`src/rtl/byte_serializer.sv`:
```
// rtl/byte_serializer.sv - MSB-first word serializer with one-entry hold register and flush line.
// Optional build macro SER_PARITY_EN appends an even parity bit to every frame.
module byte_serializer #(
  parameter int WIDTH = 8
) (
  input  logic             clk,
  input  logic             rst,
  input  logic [WIDTH-1:0] data_in,
  input  logic             data_valid,
  output logic             data_ready,
  output logic             bit_out,
  output logic             flush_out,
  output logic             byte_done,
  output logic             busy
);

`ifdef SER_PARITY_EN
  localparam int CW = $clog2(WIDTH + 1);
  localparam logic [CW-1:0] LAST_CNT = CW'(WIDTH);
`else
  localparam int CW = $clog2(WIDTH);
  localparam logic [CW-1:0] LAST_CNT = CW'(WIDTH - 1);
`endif

  typedef enum logic {IDLE, SHIFT} state_t;

  state_t           state, state_n;
  logic [WIDTH-1:0] sh, sh_n;
  logic [WIDTH-1:0] hold, hold_n;
  logic             hold_full, hold_full_n;
  logic [CW-1:0]    cnt, cnt_n;
  logic             bit_q, bit_n;
  logic             flush_q, flush_n;
  logic             done_q, done_n;
  logic             take;
  logic             load;
  logic [WIDTH-1:0] load_word;
`ifdef SER_PARITY_EN
  logic             par_q, par_n;
`endif

  assign data_ready = ~hold_full;
  assign busy       = (state == SHIFT) | hold_full;
  assign bit_out    = bit_q;
  assign flush_out  = flush_q;
  assign byte_done  = done_q;

  always_comb begin
    state_n     = state;
    sh_n        = sh;
    hold_n      = hold;
    hold_full_n = hold_full;
    cnt_n       = cnt;
    bit_n       = bit_q;
    flush_n     = flush_q;
    load        = 1'b0;
    load_word   = data_in;
    take        = data_valid & ~hold_full;
`ifdef SER_PARITY_EN
    par_n       = par_q;
`endif
    case (state)
      IDLE: begin
        if (take) load = 1'b1;
      end
      SHIFT: begin
        if (cnt != LAST_CNT) begin
          sh_n  = sh << 1;
          cnt_n = cnt + CW'(1);
          bit_n = sh[WIDTH-2];
`ifdef SER_PARITY_EN
          if (cnt == CW'(WIDTH - 1)) bit_n = par_q;
`endif
          if (take) begin
            hold_n      = data_in;
            hold_full_n = 1'b1;
          end
        end else if (hold_full) begin
          load        = 1'b1;
          load_word   = hold;
          hold_full_n = 1'b0;
        end else if (take) begin
          load = 1'b1;
        end else begin
          state_n = IDLE;
          flush_n = 1'b1;
          bit_n   = 1'b0;
          sh_n    = '0;
          cnt_n   = '0;
        end
      end
      default: state_n = IDLE;
    endcase
    // Loading a new word (from IDLE or chained at the last-bit edge) restarts the frame.
    if (load) begin
      state_n = SHIFT;
      sh_n    = load_word;
      bit_n   = load_word[WIDTH-1];
      cnt_n   = '0;
      flush_n = 1'b0;
`ifdef SER_PARITY_EN
      par_n   = ^load_word;
`endif
    end
    done_n = (state_n == SHIFT) && (cnt_n == LAST_CNT);
  end

  always_ff @(posedge clk or posedge rst) begin
    if (rst) begin
      state     <= IDLE;
      sh        <= '0;
      hold      <= '0;
      hold_full <= 1'b0;
      cnt       <= '0;
      bit_q     <= 1'b0;
      flush_q   <= 1'b1;
      done_q    <= 1'b0;
`ifdef SER_PARITY_EN
      par_q     <= 1'b0;
`endif
    end else begin
      state     <= state_n;
      sh        <= sh_n;
      hold      <= hold_n;
      hold_full <= hold_full_n;
      cnt       <= cnt_n;
      bit_q     <= bit_n;
      flush_q   <= flush_n;
      done_q    <= done_n;
`ifdef SER_PARITY_EN
      par_q     <= par_n;
`endif
    end
  end

endmodule
```
`config.mk`:
```
export PLATFORM = sky130hd
export DESIGN_NAME = byte_serializer
export DESIGN_NICKNAME = d
export VERILOG_FILES = /design/src/rtl/byte_serializer.sv
export SDC_FILE = /design/constraint.sdc
export NUM_CORES = 1
export LEC_CHECK = 0
export ABC_AREA = 1
export BUFFER_PORTS_ARGS = -buffer_cell sky130_fd_sc_hd__buf_2
export CAP_MARGIN = 30
export CELL_PAD_IN_SITES_DETAIL_PLACEMENT = 0
export CELL_PAD_IN_SITES_GLOBAL_PLACEMENT = 1
export CORE_ASPECT_RATIO = 1.1
export CORE_MARGIN = 2
export CORE_UTILIZATION = 44
export CTS_BUF_LIST = sky130_fd_sc_hd__clkbuf_4 sky130_fd_sc_hd__clkbuf_8
export DETAILED_ROUTE_END_ITERATION = 6
export HOLD_SLACK_MARGIN = 0.06
export PLACE_DENSITY = 0.86
export SYNTH_ARGS = -nofsm -noshare
export SYNTH_HDL_FRONTEND = slang
export SYNTH_SLANG_ARGS = --single-unit
```
`constraint.sdc`:
```
create_clock -name clk -period 1.81 [get_ports clk]
set_input_delay 0.0905 -clock clk [delete_from_list [all_inputs] [get_ports clk]]
set_output_delay 0.0905 -clock clk [all_outputs]
set_load 0.01 [all_outputs]
```
-- Word level (Yosys, flattened, before mapping)
Cells that the tools add are included.
- register bits after elaboration: 23
- output and inout bits: 5
- logic and storage cells: 59
- add/subtract/negate cells: 1
- equality and inequality tests: 8
- multiplexer cells: 32
- bitwise operators: 4
- reduce and logical (&&, ||, !) cells: 6
- operators with widths (operator ; count):
    $mux W7 ; 5
    $mux W8 ; 3
    $mux W1 ; 18
    $mux W3 ; 5
    $ne A3 B1 Y1 const B ; 2
    $reduce_and A3 Y1 ; 2
    $ne A2 B1 Y1 const B ; 2
    $ne A2 B2 Y1 const B ; 2
    $reduce_and A4 Y1 ; 1
    $add A3 B1 Y3 const B ; 1
    $eq A3 B3 Y1 const B ; 1
    $ne A3 B3 Y1 const B ; 1
    $not A1 Y1 ; 2
    $pmux W1 S2 ; 1
    $reduce_and A2 Y1 ; 1
    $reduce_bool A2 Y1 ; 1
    $and A1 B1 Y1 ; 1
    $logic_and A1 B1 Y1 ; 1
    $or A1 B1 Y1 ; 1

-- Depth between registers and ports, before layout
- depth after elaboration: 9
- gate-level depth with buffers: 9

-- Least setup slack after synthesis
OpenSTA, ideal clock, no wires.
- path type: reg-to-reg
- start: register cnt[0]
- end: register bit_q (netlist: bit_out)
- arrival: 1.394 ns
- required time: 1.693 ns
- setup slack: 0.298 ns
- cell stages (with the launch flop): 9
- period minus slack after synthesis: 1.512 ns
- cell sequence: dfrtp_1 > ha_1 > ha_1 > inv_2 > nand2_1 > nand2_2 > nand2_4 > nand3_1 > nand2_1
- cells in the longest elaborated chain, start to end: 5
- elaborated cells on any way between the ends: 12
- classes of those cells: eq/ne: 3; mux: 7; reduce/logical: 2
- ends and longest elaborated chain (item ; RTL line ; text):
    start, declared ; 31 ; logic [CW-1:0] cnt, cnt_n;
    start signal, assigned ; 126 ; cnt <= cnt_n;
    $ne A3 B3 Y1 * ; 67 ; if (cnt != LAST_CNT) begin
    $mux W1 ; 67 ;
    $pmux W1 S2 ; 62 ; case (state)
    $ne A3 B1 Y1 (no line) / $reduce_bool A2 Y1 (equally long branches) ; - ;
    $reduce_and A3 Y1 (no line) ; - ;
    end signal, assigned ; 127 ; bit_q <= bit_n;
    end, declared ; 32 ; logic bit_q, bit_n;
Every way passes the cells marked *; elsewhere a longest branch is shown, timed or not. The select of a mux whose other input is x is not followed.
A chain may end at the register's enable or synchronous reset.

-- Final worst setup path
- start: register cnt[0]
- end: register sh[2]
- cells in the longest elaborated chain, start to end: 5
- elaborated cells on any way between the ends: 12
- classes of those cells: eq/ne: 3; mux: 7; reduce/logical: 2
- ends and longest elaborated chain (item ; RTL line ; text):
    $ne A3 B3 Y1 * ; 67 ;
    $mux W1 ; 67 ;
    $pmux W1 S2 ; 62 ;
    $ne A3 B1 Y1 (no line) / $reduce_bool A2 Y1 (equally long branches) ; - ;
    $reduce_and A3 Y1 (no line) ; - ;
    end signal, assigned ; 123 ; sh <= sh_n;
    end, declared ; 28 ; logic [WIDTH-1:0] sh, sh_n;
Marks and branches as above.

==> run metrics <==
Area Overhead vs Synth 16.9%; actual slew at the worst max-slew pin 405 ps; Adder-Cell Fraction of Synth Area 2.75%; Placed Instances 227; worst hold slack 223 ps; crit path DAT 1880 ps; most frequent cells in the layout nand2_1, nand3_1, dfrtp_1, inv_1, buf_2; vias in the first global route 1106; multiplexer share of the synthesized area 0%; most common cell after layout, fill and taps aside nand2_1; Core ar. 3000 sq um; simple-gate portion of the synthesized area 35.0%; first-pass GRT wire length 4.87 mm; Synth top area share 40.3%; skew final 5.35 ps; Compound-Gate Fraction of Synth Area 10.5%; sum of negative setup slack 0 ps; fin crit period 1670 ps; Setup WS pre-CTS 180 ps; CTS buffer count 3; share of cells above drive strength 1 22.8%; DP HPWL 1.98 mm; final wirelength 2.72 mm; drt drc 0; crit share post-route 92.2%; Setup violations, final 0; flip-flop and latch count after synthesis 23; leakage 0.875 nW; TritonRoute pass-1 iters 4; cell count after synthesis 178; First DRT Iteration DRCs 27; Area contributors post-synth dfrtp_1, nand2_1, nand3_1; Non-Filler Instances 240; synth unique cells 23; largest family of logic cells by synthesized area simple AND/OR/NAND/NOR gates; ant diodes 0; initial antenna violation count 0; critical path class flip-flop to flip-flop; Hold Path Class input pin to flip-flop; Hold Fails Final Rpt 0; Ys Warns 0; Worst-Skew Late Latency 310 ps; RSZ-0062 raised after global routing false; Vias/cell 4.88; worst endpoint required time 2030 ps; Max Cap Viol 0; Die W 57.1 um; post-synthesis xor/xnor area fraction 0%; Max Slew Vio Count 0; Avg Synthesized Cell Area 7.68 sq um; CTS sink count 23; Seq/Total Area, Yosys 42.2%; Max Root-Sink Buffers 2; gp weighted congestion 0.794; CTS tree done; total die area 3570 sq um; clock root cell clkbuf_4; clock slew at the register clock pins of the worst setup and hold paths 130 ps; Mapped Nets 192; Final Cell Area 1600 sq um; synthesized cell area 1370 sq um; fin nets 221; fin worst setup slack 142 ps; post-synth top area cell dfrtp_1; Starting Density 45.6%; # rows 21; Die Y 62.4 um; Avg WL per Cell 11.3 um; # IOs 16; f_max 599 MHz; Critical Path Source Type flip-flop; GRT Total Usage 17.2%; largest net degree at the start of global routing 24; Slew Limit Headroom 73.0%; outcome finished, final reports clean; crit path max fanout 9; Setup crit end kind flip-flop; post-route ant nets 0; placed cell area 1470 sq um; pwr/cell area 1460 nW/um^2; H-tree depth 1; Max IR drop VDD 879 uV; vias 1171; IO Port Bufs 15; global route total overflow 0
==> cell usage after synthesis <==
cell and instances:
nand2_1 70, a21oi_1 1, a21oi_4 1, o21ai_2 7, or2_1 1, nand3_2 2, inv_2 4, o21bai_1 1
nand2_4 2, o21ai_4 1, dfrtp_1 22, nor2_4 1, inv_1 20, buf_6 3, inv_4 1, ha_1 3
o21ai_0 5, nor2_1 4, o211ai_2 1, dfstp_2 1, nand3_1 22, nor3_1 1, nand2_2 4
==> layer usage <==
| layer | track usage, % | part of all wire [%] |
|---|---|---|
| met5 | 0 | 0 |
| met4 | 6.10 | 0.70 |
| met3 | 1.86 | 2.4 |
| met2 | 28.3 | 48 |
| met1 | 23.3 | 49 |
==> kinds of logic (layout without fill, tap and decap cells) <==
kind of cell	count (synthesis)	in the layout
adders and majority gates	3	3
DFF	23	23
buffers and inverters	28	56
and+or+nand+nor	107	107
AOI/OAI and AO/OA	17	17
==> critical path, cell delays in order (launching register included) <==
cell and delay (ps):
dfrtp_1 410, ha_1 190, ha_1 260, inv_2 140, o21ai_4 310, nand2_4 120, nand3_1 100, nand2_1 50
==> through the flow <==
| step | utilization, % | total power, mW |
|---|---|---|
| 4_1_cts | 53.2 | 2.34 |
| 2_1_floorplan | - | 1.83 |
| 3_5_place_dp | 49.2 | 2.06 |
| 6_report | 53.3 | 2.33 |
| 5_1_grt | 53.3 | 2.57 |
| 3_3_place_gp | 49.2 | 2.03 |
==> power breakdown <==
group / internal [mW] / switching, mW
clock: 0.101 / 0.161
combinational: 0.441 / 0.717
sequential: 0.756 / 0.153
==> path summary, 6_finish.rpt <==
kind / startpoint / to / slack, ps / cells after the start
max in group asynchronous: rst / flush_out$_DFFE_PP1P_ / 1180 / 4
setup / recovery: cnt[0]$_DFF_PP0_ / sh[2]$_DFFE_PP0P_ / 140 / 7
min in group asynchronous: rst / hold[0]$_DFFE_PP0P_ / 350 / 4
setup reg to reg: cnt[0]$_DFF_PP0_ / sh[2]$_DFFE_PP0P_ / 140 / 7
hold reg to reg: hold[7]$_DFFE_PP0P_ / hold[7]$_DFFE_PP0P_ / 500 / 2
hold / removal: data_valid / hold[0]$_DFFE_PP0P_ / 220 / 5
==> area by class of cell <==
cell class	count	area, sq um
Clock buffer	4	30.0
Inverter	25	96.3
Timing Repair Buffer	27	188
Multi-Input combinational cell	127	664
Fill cell	287	1400
Tap cell	34	42.5
Sequential cell	23	577
==> timing repair <==
item                                    CTS  global route
hold buffers                              9             0
resized for setup                         0             1
endpoints found under the hold margin    31             0
endpoints found under the setup margin    0             1
buffers inserted                          0             0
==> registers in the layout, indices dropped and copies added, names as in the netlist <==
signal     flops
flush_out      1
hold_full      1
hold           8
state          1
byte_done      1
bit_out        1
cnt            3
sh             7
(Power assumes the default switching activity.)
